==> config.mk <==
export PLATFORM = sky130hd
export DESIGN_NAME = uart_rx_fsm
export DESIGN_NICKNAME = d
export VERILOG_FILES = /design/src/rtl/uart_rx_fsm.sv
export SDC_FILE = /design/constraint.sdc
export NUM_CORES = 1
export LEC_CHECK = 0
export CORE_ASPECT_RATIO = 0.9
export CORE_MARGIN = 2
export CORE_UTILIZATION = 30
export CTS_CLUSTER_SIZE = 40
export DETAILED_ROUTE_END_ITERATION = 10
export GPL_ROUTABILITY_DRIVEN = 0
export SETUP_SLACK_MARGIN = 0.15
export SYNTH_ARGS = -nofsm -noshare
export SYNTH_HDL_FRONTEND = slang
export SYNTH_SLANG_ARGS = --single-unit
==> constraint.sdc <==
create_clock -name clk_baud -period 4.6 [get_ports clk_baud]
set_input_delay 0.92 -clock clk_baud [delete_from_list [all_inputs] [get_ports clk_baud]]
set_output_delay 0.92 -clock clk_baud [all_outputs]
set_load 0.005 [all_outputs]
==> src/rtl/uart_rx_fsm.sv <==
// -----------------------------------------------------------------------------
// uart_rx_fsm
//   Oversampling 8N1 UART receiver with optional parity. It accepts the serial
//   stream produced by uart_tx_moore. A received byte appears on bus_out
//   together with a 1-cycle data_valid strobe. A low stop bit raises a
//   frame_err pulse, and a parity mismatch raises a parity_err pulse. The FSM
//   is Moore style and every output is registered.
//
// Parameters
//   OVERSAMPLE  clk_baud cycles per bit (even, >= 4)
//   PARITY      0 = none, 1 = even, 2 = odd
//
// Ports
//   clk_baud    in   sampling clock, OVERSAMPLE x baud rate (the only clock)
//   rst         in   asynchronous, active-high reset
//   serial_in   in   UART line, idle high, LSB first, asynchronous to clk_baud
//   bus_out     out  [7:0] last good received byte
//   data_valid  out  1-cycle pulse: bus_out just updated with a good frame
//   frame_err   out  1-cycle pulse: stop bit sampled low
//   parity_err  out  1-cycle pulse: parity mismatch with a good stop bit
//   busy        out  high whenever the FSM is not in IDLE
// -----------------------------------------------------------------------------
module uart_rx_fsm #(
  parameter int OVERSAMPLE = 16,
  parameter int PARITY     = 0
) (
  input  logic       clk_baud,
  input  logic       rst,
  input  logic       serial_in,
  output logic [7:0] bus_out,
  output logic       data_valid,
  output logic       frame_err,
  output logic       parity_err,
  output logic       busy
);

  localparam int CW = $clog2(OVERSAMPLE);

  // The START state samples at the middle of the start bit. From then on, a
  // full bit period lands every later sample near the middle of its bit.
  localparam logic [CW-1:0] CNT_MID = CW'(OVERSAMPLE / 2 - 1);
  localparam logic [CW-1:0] CNT_END = CW'(OVERSAMPLE - 1);

  typedef enum logic [2:0] {
    S_IDLE,
    S_START,
    S_DATA,
    S_PAR,
    S_STOP,
    S_BREAK
  } state_t;

  state_t          state;
  logic            sync1;
  logic            rxs;
  logic [CW-1:0]   cnt;
  logic [2:0]      bitn;
  logic [7:0]      shift_reg;
  logic            par_bit;
  logic            par_ok;

  // Two-flop synchronizer. Both stages reset to the idle line level, so a
  // reset release never looks like a start bit.
  // NOTE: sequential state is always written with <= so every flop samples
  // the pre-edge value of every other flop, whatever the statement order.
  always_ff @(posedge clk_baud or posedge rst) begin
    if (rst) begin
      sync1 <= 1'b1;
      rxs   <= 1'b1;
    end else begin
      sync1 <= serial_in;
      rxs   <= sync1;
    end
  end

  // Even parity requires XOR over data and parity bit to be 0. Odd parity
  // requires 1. With no parity the check always passes, so parity_err stays 0.
  assign par_ok = (PARITY == 0) || ((^{shift_reg, par_bit}) == (PARITY == 2));

  always_ff @(posedge clk_baud or posedge rst) begin
    if (rst) begin
      state      <= S_IDLE;
      cnt        <= '0;
      bitn       <= '0;
      // NOTE: the shift register is reset along with the control flops. It is
      // only 8 bits, and resetting it keeps the datapath free of X values.
      shift_reg  <= '0;
      par_bit    <= 1'b0;
      bus_out    <= '0;
      data_valid <= 1'b0;
      frame_err  <= 1'b0;
      parity_err <= 1'b0;
      busy       <= 1'b0;
    end else begin
      // Status strobes default low, so each one is high for exactly one cycle.
      data_valid <= 1'b0;
      frame_err  <= 1'b0;
      parity_err <= 1'b0;

      case (state)
        S_IDLE: begin
          if (!rxs) begin
            state <= S_START;
            cnt   <= '0;
            busy  <= 1'b1;
          end
        end

        S_START: begin
          if (cnt == CNT_MID) begin
            cnt <= '0;
            if (!rxs) begin
              state <= S_DATA;
              bitn  <= '0;
            end else begin
              // The line went back high before mid start bit, so the low level
              // was a glitch. Drop it without any pulse.
              state <= S_IDLE;
              busy  <= 1'b0;
            end
          end else begin
            cnt <= cnt + 1'b1;
          end
        end

        S_DATA: begin
          if (cnt == CNT_END) begin
            cnt       <= '0;
            shift_reg <= {rxs, shift_reg[7:1]};
            if (bitn == 3'd7) begin
              bitn  <= '0;
              state <= (PARITY != 0) ? S_PAR : S_STOP;
            end else begin
              bitn <= bitn + 3'd1;
            end
          end else begin
            cnt <= cnt + 1'b1;
          end
        end

        S_PAR: begin
          if (cnt == CNT_END) begin
            cnt     <= '0;
            par_bit <= rxs;
            state   <= S_STOP;
          end else begin
            cnt <= cnt + 1'b1;
          end
        end

        S_STOP: begin
          if (cnt == CNT_END) begin
            cnt <= '0;
            if (rxs) begin
              // The FSM returns to IDLE at mid stop bit. That leaves half a bit
              // of margin to catch a back-to-back start edge.
              state <= S_IDLE;
              busy  <= 1'b0;
              if (par_ok) begin
                bus_out    <= shift_reg;
                data_valid <= 1'b1;
              end else begin
                parity_err <= 1'b1;
              end
            end else begin
              frame_err <= 1'b1;
              state     <= S_BREAK;
            end
          end else begin
            cnt <= cnt + 1'b1;
          end
        end

        S_BREAK: begin
          // Stay here until the line goes high, so a held-low line (break)
          // does not start a new frame.
          if (rxs) begin
            state <= S_IDLE;
            busy  <= 1'b0;
          end
        end

        default: begin
          state <= S_IDLE;
          busy  <= 1'b0;
        end
      endcase
    end
  end

endmodule

After elaboration in Yosys (flattened, before gate mapping)
Cells that the tools add are included.
{"block": "totals", "ff_bits": 31, "output_inout_bits": 12, "word_cells": 70}
{"block": "classes", "add_sub_neg": 2, "eq_ne": 16, "n_mux": 30, "bitwise": 1, "n_reduce_logical": 11}
{"operator": "$mux W3", "count": 12}
{"operator": "$pmux W3 S6", "count": 1}
{"operator": "$ne A2 B2 Y1 const B", "count": 8}
{"operator": "$mux W4", "count": 3}
{"operator": "$pmux W4 S3", "count": 1}
{"operator": "$mux W1", "count": 10}
{"operator": "$eq A3 B3 Y1 const B", "count": 3}
{"operator": "$reduce_and A4 Y1", "count": 2}
{"operator": "$reduce_and A7 Y1", "count": 1}
{"operator": "$eq A3 B2 Y1 const B", "count": 2}
{"operator": "$pmux W3 S2", "count": 1}
{"operator": "$pmux W1 S5", "count": 1}
{"operator": "$add A4 B1 Y4 const B", "count": 1}
{"operator": "$eq A4 B3 Y1 const B", "count": 1}
{"operator": "$eq A4 B4 Y1 const B", "count": 1}
{"operator": "$reduce_and A2 Y1", "count": 2}
{"operator": "$add A3 B1 Y3 const B", "count": 1}
{"operator": "$eq A3 B1 Y1 const B", "count": 1}
{"operator": "$logic_not A3 Y1", "count": 1}
{"operator": "$reduce_and A3 Y1", "count": 1}
{"operator": "$reduce_bool A3 Y1", "count": 1}
{"operator": "$reduce_or A3 Y1", "count": 1}
{"operator": "$mux W2", "count": 1}
{"operator": "$reduce_bool A2 Y1", "count": 1}
{"operator": "other kinds (2)", "count": 2}

Longest topological paths before layout
{"block": "depth", "depth_word": 4, "ltp_mapped": 7}

Worst setup path before layout
OpenSTA, ideal clock, no wires.
{"block": "synth_path", "kind": "register -> register", "startpoint": "reg cnt[0]", "endpoint": "reg shift_reg[0]", "setup_ns": 0.128, "t_arrival_ns": 1.630, "required_ns": 4.472, "slack_ns": 2.842, "stages_incl_launch_ff": 7, "period_less_slack_ns": 1.758, "path_cell_list": "dfrtp_1 > ha_1 > nand3_2 > or3_1 > buf_2 > buf_2 > mux2_1"}
{"block": "synth_between", "elab_chain_len": 2}
{"element": "from (decl)", "line_no": "56", "text": "logic [CW-1:0] cnt;"}
{"element": "from (signal assigned)", "line_no": "122", "text": "cnt <= cnt + 1'b1;"}
{"element": "from (signal assigned)", "line_no": "137", "text": "cnt <= cnt + 1'b1;"}
{"element": "from (signal assigned)", "line_no": "147", "text": "cnt <= cnt + 1'b1;"}
{"element": "$eq A4 B4 Y1", "line_no": "127", "text": "if (cnt == CNT_END) begin"}
{"element": "$reduce_and A2 Y1 (no line)"}
{"element": "to (signal assigned)", "line_no": "129", "text": "shift_reg <= {rxs, shift_reg[7:1]};"}
{"element": "to (decl)", "line_no": "58", "text": "logic [7:0] shift_reg;"}
Every way passes these cells.
A chain may end at the register's enable or synchronous reset.

Worst setup path after layout
{"block": "layout_path", "startpoint": "reg bus_out[6]", "endpoint": "out bus_out[6]"}
{"element": "from (decl)", "line_no": "30", "text": "output logic [7:0] bus_out,"}
{"element": "from (signal assigned)", "line_no": "160", "text": "bus_out <= shift_reg;"}
No word-level cell between the ends.

==> summary.txt <==
Synthesized area: 1380 sq um
CTS tree: done
Tightest Pin Transition: 1.141 ns
Crit. End Element: output port
Dpl ws: 2.243 ns
Worst VDD drop: 0.1111 mV
# Post-CTS Setup Buffers: 0
Post-layout minimum cycle time: 2.053 ns
Detailed placement HPWL: 1614 microns
Vias in the first global route: 929
Latest clock arrival within the worst-skew pair: 0.27 ns
Htree depth: 2
Startpoint types: flop
Tot Pwr: 0.7604 mW
WP data arrival: 1.13 ns
Status: completed
Rel. slew slack: 23.87%
Compound-Gate Fraction of Synth Area: 10.34%
CP Data Required Time: 3.68 ns
Residual DRC count: 0
Synth Register Bits: 31
Tcrit/Tclk final: 44.62%
Core ar.: 4432 sq um
Final count of negative-setup-slack endpoints: 0
Via count: 935
Critical Path, Cell by Cell: clkdlybuf4s50_1
RSZ-0062 raised after global routing: false
Hold crit path type: flop to flop
Top delay family on crit path: buffers and inverters
FMAX: 0.4872 GHz
Crit Path Category: flop to output port
Post-synthesis simple-gate area fraction: 12.24%
Area contributors post-synth: dfrtp_1 (53%), mux2_2 (11%), dfstp_2 (3.8%)
Yosys top cell by area: dfrtp_1
Synth cell types: 35
Largest family of logic cells by synthesized area: multiplexers
Crit-path slowest cell: clkdlybuf4s50_1
Area delta synth->final: 19.76%
Resized cells post-CTS: 0
Largest net degree at the start of global routing: 32
CTS root buffer: clkbuf_8
Asr flop ratio synth: 100.0%
CTS Buf Count: 5
Final Hold Viols: 0
First DRT Iteration DRCs: 80
Post-Syn Nets: 126
Final ANT Viol Nets: 0
P_leak: 0.7450 nW
Fin. max-slew vios: 0
Top FF cell, synth: dfrtp_1
EDFF count, synth: 0
Cell row count: 23
Pwr Density: 460.1 nW/um^2
Max-cap violation count: 0
First-pass GRT wire length: 4181 microns
Syn Inst Count: 120
Antenna fix cells: 0
XOR/XNOR Fraction of Synth Area: 0.6346%
CP max stage delay: 0.51 ns
Max FO, Critical Path: 2
DR WL/cell: 12.12 microns
# IOs: 15
Initial Util: 31.14%
Fin util: 37.30%
Synth cell count leaders: dfrtp_1 (29), mux2_2 (14), o21ai_0 (10)
Critical path buffers and inverters: 1
Share of layout cells above drive strength 1: 19.40%
Clock Tree Buf Depth: 2
Top-area cell type share of the netlist area: 52.58%
Seq/Total Area, Yosys: 56.39%
Total Wirelength: 2375 microns
Die span in x: 75.50 microns
Syn Area/Cell: 11.50 sq um
Clk sinks: 31
Final nets: 139
Post-synthesis mux area share: 13.78%
Setup WS post-layout: 2.547 ns
Die height: 68.35 microns
GR Util All Layers: 10.97%
Worst-path clk slew: 0.06 ns
Most numerous cell in the Yosys netlist: dfrtp_1
PortBufs: 13
Post-synthesis adder-cell area fraction: 2.720%
Aggregate negative setup slack: 0 ns
Initial antenna violation count: 0
Synth warn: 0
Total gr overflow: 0
Die Footprint: 5160 sq um
Hold-fix buffers, CTS: 0
DR vias/cell: 4.770
Clock Skew: 0.004448 ns
DRT Pass-1 Iters: 4
-- per-stage QoR --
| stage | hold WS [ns] | cell area, sq um | std cells |
|---|---|---|---|
| 2_1_floorplan | 0.3452 | 1380 | 120 |
| 3_3_place_gp | 0.3488 | 1553 | 188 |
| 3_5_place_dp | 0.3487 | 1553 | 188 |
| 4_1_cts | 0.3576 | 1653 | 196 |
| 5_1_grt | 0.3657 | 1653 | 196 |
| 6_report | 0.3558 | 1653 | 196 |
-- final cells by class --
type,instances,area [sq um]
repair buffers,13,130.1
inverters,4,15.01
multi-input cells,78,551.8
flip-flops and latches,31,778.2
well taps,62,77.57
clock buffers,8,100.1
fillers,438,2779
-- cells by family after synthesis --
family,count (synthesis)
other cells,1
buf+inv,11
xor+xnor,1
mux,17
flops,31
compound gates,23
fa+ha+maj,3
simple gates,33
-- cell usage in the layout, fill, tap and decap left out, types with 2 or more instances in the layout --
master and n:
dfrtp_1 29, mux2_2 14, clkdlybuf4s50_1 13, o21ai_0 10, nor2_1 8, clkbuf_8 7
nand2_1 6, nand3_1 5, a21oi_1 5, inv_1 4, or3_1 3, ha_1 3
nor4_1 2, nand4_1 2, mux2_1 2, dfstp_2 2
-- metal layers --
| metal | vias to the layer above | share of wire [%] | global-route usage, % |
|---|---|---|---|
| met5 | - | 0 | 0 |
| met3 | 5 | 4.5 | 3.535 |
| met1 | 456 | 45 | 13.20 |
| li1 | 450 | - | - |
| met2 | 24 | 49 | 17.50 |
| met4 | 0 | 2.0 | 5.702 |
-- power by group --
group          total [mW]  internal (mW)  leakage, nW  switching [mW]
logic               0.169         0.0819        0.280          0.0868
clock network       0.228          0.136       0.0515          0.0917
registers           0.364          0.306        0.413          0.0573
total               0.760          0.525        0.745           0.236
-- final timing paths --
kind	from	to	slack, ns	depth (start not counted)
worst max register to register	cnt[0]	bitn[0]	2.56	5
worst max-delay path	bus_out[6]	bus_out[6]	2.55	1
worst min-delay path	sync1	rxs	0.36	0
worst min register to register	sync1	rxs	0.36	0
max in group asynchronous	rst	bus_out[6]	2.67	2
min in group asynchronous	rst	bus_out[4]	1.25	2
Power figures use the tool's default switching activity.
